### src/rtl/mem_port_arbiter.sv
// Sequencer sharing one single-port synchronous memory between instruction fetch and
// data access. Data has priority; a starvation counter guarantees fetch progress.
module mem_port_arbiter #(
   parameter int unsigned ADDR_WIDTH   = 10,
   parameter int unsigned MEM_LATENCY  = 1,
   parameter int unsigned STARVE_LIMIT = 4
) (
   input  logic                  clk,
   input  logic                  rst,
   input  logic                  if_req,
   input  logic [31:0]           if_addr,
   output logic                  if_ready,
   output logic [31:0]           if_rdata,
   input  logic                  dm_req,
   input  logic                  dm_we,
   input  logic [31:0]           dm_addr,
   input  logic [31:0]           dm_wdata,
   output logic                  dm_ready,
   output logic [31:0]           dm_rdata,
   output logic                  mem_en,
   output logic                  mem_we,
   output logic [ADDR_WIDTH-1:0] mem_addr,
   output logic [31:0]           mem_wdata,
   input  logic [31:0]           mem_rdata,
   output logic                  pause
);

   if (MEM_LATENCY == 0 || MEM_LATENCY > 4) begin : g_bad_latency
      $fatal(1, "mem_port_arbiter: MEM_LATENCY must be in 1..4");
   end
   if (STARVE_LIMIT == 0 || STARVE_LIMIT > 15) begin : g_bad_starve
      $fatal(1, "mem_port_arbiter: STARVE_LIMIT must be in 1..15");
   end

   localparam logic [2:0] LatInit   = 3'(MEM_LATENCY);
   localparam logic [3:0] StarveMax = 4'(STARVE_LIMIT);

   typedef enum logic [1:0] {StIdle, StAccess, StResp} state_e;

   state_e      state_q;
   logic        owner_dm_q;
   logic        we_q;
   logic [3:0]  starve_cnt_q;
   logic [2:0]  lat_cnt_q;
   logic        grant_dm;
   logic        grant_if;
   logic [31:0] grant_addr;
   logic        unused_addr_bits;

   always_comb begin
      grant_dm   = dm_req & (~if_req | (starve_cnt_q < StarveMax));
      grant_if   = if_req & ~grant_dm;
      grant_addr = grant_dm ? dm_addr : if_addr;
   end

   // Byte offset and bits above the memory's word range are dropped.
   assign unused_addr_bits = ^{grant_addr[31:ADDR_WIDTH+2], grant_addr[1:0]};

   assign pause = (if_req & ~if_ready) | (dm_req & ~dm_ready);

   always_ff @(posedge clk or posedge rst) begin
      if (rst) begin
         state_q      <= StIdle;
         owner_dm_q   <= 1'b0;
         we_q         <= 1'b0;
         starve_cnt_q <= 4'd0;
         lat_cnt_q    <= 3'd0;
         mem_en       <= 1'b0;
         mem_we       <= 1'b0;
         mem_addr     <= '0;
         mem_wdata    <= 32'd0;
         if_ready     <= 1'b0;
         dm_ready     <= 1'b0;
         if_rdata     <= 32'd0;
         dm_rdata     <= 32'd0;
      end else begin
         unique case (state_q)
            StIdle: begin
               // Only a data win against a waiting fetch counts as a lost arbitration.
               starve_cnt_q <= (grant_dm & if_req) ? starve_cnt_q + 4'd1 : 4'd0;
               if (grant_dm | grant_if) begin
                  state_q    <= StAccess;
                  owner_dm_q <= grant_dm;
                  we_q       <= grant_dm & dm_we;
                  mem_en     <= 1'b1;
                  mem_we     <= grant_dm & dm_we;
                  mem_addr   <= grant_addr[ADDR_WIDTH+1:2];
                  lat_cnt_q  <= LatInit;
                  if (grant_dm) begin
                     mem_wdata <= dm_wdata;
                  end
               end
            end
            StAccess: begin
               mem_en <= 1'b0;
               mem_we <= 1'b0;
               if (lat_cnt_q == 3'd0) begin
                  state_q <= StResp;
                  if (owner_dm_q) begin
                     dm_ready <= 1'b1;
                     if (!we_q) begin
                        dm_rdata <= mem_rdata;
                     end
                  end else begin
                     if_ready <= 1'b1;
                     if_rdata <= mem_rdata;
                  end
               end else begin
                  lat_cnt_q <= lat_cnt_q - 3'd1;
               end
            end
            StResp: begin
               if_ready <= 1'b0;
               dm_ready <= 1'b0;
               state_q  <= StIdle;
            end
            default: begin
               state_q <= StIdle;
            end
         endcase
      end
   end

endmodule

### config.mk
export PLATFORM = sky130hd
export DESIGN_NAME = mem_port_arbiter
export DESIGN_NICKNAME = d
export VERILOG_FILES = /design/src/rtl/mem_port_arbiter.sv
export SDC_FILE = /design/constraint.sdc
export NUM_CORES = 1
export LEC_CHECK = 0
export ABC_AREA = 0
export CAP_MARGIN = 10
export CORE_UTILIZATION = 45
export DETAILED_ROUTE_END_ITERATION = 6
export DONT_BUFFER_PORTS = 1
export PLACE_DENSITY_LB_ADDON = 0.12
export SYNTH_ARGS = -nofsm -noshare
export SYNTH_HDL_FRONTEND = slang
export SYNTH_SLANG_ARGS = --single-unit
### constraint.sdc
create_clock -name clk -period 4.65 [get_ports clk]
set_input_delay 0.93 -clock clk [delete_from_list [all_inputs] [get_ports clk]]
set_output_delay 0.93 -clock clk [all_outputs]
set_load 0.005 [all_outputs]
==> results.toml <==
[global_routing]
grt_pass1_vias = 2902
gr-total-overflow = 0
grt_pass1_wl_mm = 14.77
grt_antenna_before_repair = 0
grt_max_degree = 51
grt_usage = 0.1696

[finish]
layout_commonest_cell = "dfrtp_1"
final_area_mm2 = 0.005747
num_antenna_cells = 0
mostFrequentLayoutCells = "121 x dfrtp_1, 68 x mux2_2, 29 x mux2_4"
drive_gt1_frac = 0.3831
syn_to_final_growth_pct = 13.13
final_nets = 484
finalCoreUtilization = 0.5255

[synth]
async_flop_share = 1.000
synth_seq_area_share = 0.5961
ys.flop_type = "dfrtp_1"
syn_inst = 342
syn-num-nets = 482
ys_seq_elements = 121
synth.distinct_cells = 38
synth_area_leaders = "dfrtp_1 60%, mux2_2 15%, mux2_4 8.6%"
yosys_warnings = 0
synth-edff-count = 0
syn_area_mm2 = 0.005080
syn-mean-instance-area_um2 = 14.85
synth_top_area_frac = 0.5961
synth_area_leader_cell = "dfrtp_1"

[placement]
postPlaceCellArea_mm2 = 0.005124
place_hpwl_mm = 6.685
place.gp.congestion = 0.7060
portBuffers = 0

[worst_setup_path]
cp-end-kind = "register"
slowest_delay_ps = 790
slowest_stage = "nand3b_2"
crit_type = "register to register"
cp_max_fo = 32
cp.required_ps = 4920
crit_path_start_kind = "register"
crit_top_cell = "ha_1"
critPathBufInv = 1
critical_path.top_delay_family = "simple AND/OR/NAND/NOR gates"
cp.arrival_ps = 2840
crit_chain = "inv_1 -> ha_1 -> ha_1 -> nand3b_2 -> mux2_2"

[sta]
finalCriticalPeriod_ps = 2563
finalMaxSlewViolations = 0
max_freq_mhz = 390.1
setup_violations = 0
tns_ps = 0
hold_viol = 0
fin_skew_ps = 7.936
hold_slack_ps = 402.6
rsz0062_at_grt = "no"
period_share = 0.5512
tightest_slew_ps = 974.3
slew_headroom = 0.3470

[clock_network]
cts.repair.resized = 0
clk-insertion-delay-late_ps = 400
cts_buffers = 17
clock_sinks = 121
clk_pin_slew_ps = 60
cts-htree-levels = 4
clk_path_buf_depth = 2
cts-root-buf = "clkbuf_16"
post_cts_buffers = 0
cts_hold_buffers = 0
cts_tree = "built"

[floorplan]
dieArea_mm2 = 0.01172
fp.dieH_um = 108.2
start_util = 0.4645
ioPinCount = 244
core_area_mm2 = 0.01094
fp.dieW_um = 108.2
rows = 38

[power]
power_frac_comb = 0.240
p_switching_mw = 1.273
p_int_mw = 3.137
power.total_mw = 4.410
p_sw_frac = 0.2888
p_per_area_mw_per_mm2 = 767.4
seqPwrFrac = 0.453
p_leak_nw = 2.602
pwr-share-clk = 0.307
peakVddDrop_v = 0.0004735

[drt]
via_per_inst = 5.511
wirelength_mm = 9.678
drt_iter0_drc = 122
antenna_left = 0
drc = 0
drt-wirelength-per-cell_um = 19.55
dr.pass1.iters = 4
via_count = 2728

[flow_run]
cap_violations = 0

[outcome]
status = "completed"

[hold_path]
min_path_type = "input port to async pin"
per-stage QoR:
stage / instances / setup slack, ps
6_report: 495 / 2087
5_1_grt: 495 / 1906
4_1_cts: 495 / 2033
3_5_place_dp: 465 / 2030
3_3_place_gp: 465 / 2086
2_1_floorplan: 342 / 505.8
final cells by class:
type                    instances  area, µm²
well taps                     140      175.2
clock buffers                  24      511.7
multi-input cells             190       1854
inverters                      11      43.79
clock inverters                 6      111.4
repair buffers                  3      22.52
flip-flops and latches        121       3028
fillers                       904       5189
synthesized netlist by cell type (2+ instances only):
cell      count
nand4_1      11
nand2b_1      4
ha_1          7
buf_2         4
mux2_4       29
nand2_1      25
inv_1        11
nor2_1        2
nor2b_1       2
mux2i_1       3
o21ai_0       3
dfrtp_1     121
buf_6         8
clkbuf_1      3
o211ai_1     10
mux2_2       68
a22o_1        3
a22oi_1       2
o31ai_1       2
a21oi_1       2
buf_4         4
a32o_1        2
routing by layer:
metal,up-vias,GRT usage,part of all wire
li1,1213,-,-
met1,1347,0.2013,0.39
met2,158,0.2530,0.46
met3,10,0.09464,0.14
met4,0,0.07045,0.013
met5,-,0,0
power by group through the flow:
stage | clock [mW] | sequential [mW] | combinational [mW]
2_1_floorplan | 0 | 1.88 | 0.981
3_3_place_gp | 0 | 2.01 | 1.04
3_5_place_dp | 0 | 2.01 | 1.09
4_1_cts | 1.39 | 2.01 | 1.08
5_1_grt | 1.44 | 2.07 | 1.17
6_report | 1.36 | 2.00 | 1.06
cells by family (layout without fill, tap and decap cells):
kind of cell | Yosys count | in the layout | share of synthesized area
adders and majority gates | 7 | 7 | 0.01724
muxes | 100 | 100 | 0.2424
AOI/OAI and AO/OA | 32 | 32 | 0.04852
DFF | 121 | 121 | 0.5961
buffers and inverters | 31 | 44 | 0.03892
and+or+nand+nor | 51 | 51 | 0.05690
sequential cells by signal (all words and copies together), names as in the netlist:
| name | cells |
|---|---|
| dm_rdata | 32 |
| dm_ready | 1 |
| if_rdata | 32 |
| if_ready | 1 |
| lat_cnt_q | 3 |
| mem_addr | 10 |
| mem_en | 1 |
| mem_wdata | 32 |
| mem_we | 1 |
| owner_dm_q | 1 |
| starve_cnt_q | 4 |
| state_q | 2 |
| we_q | 1 |
final timing paths:
kind / from / endpoint / slack [ps] / cells past startpoint
max reg2reg: lat_cnt_q[0] / if_rdata[31] / 2090 / 5
min in group clk: we_q / we_q / 480 / 2
min: rst / if_ready / 400 / 1
min reg2reg: we_q / we_q / 480 / 2
max: lat_cnt_q[0] / if_rdata[31] / 2090 / 5
max in group asynchronous: rst / dm_rdata[15] / 3280 / 2
Power figures use the tool's default switching activity.
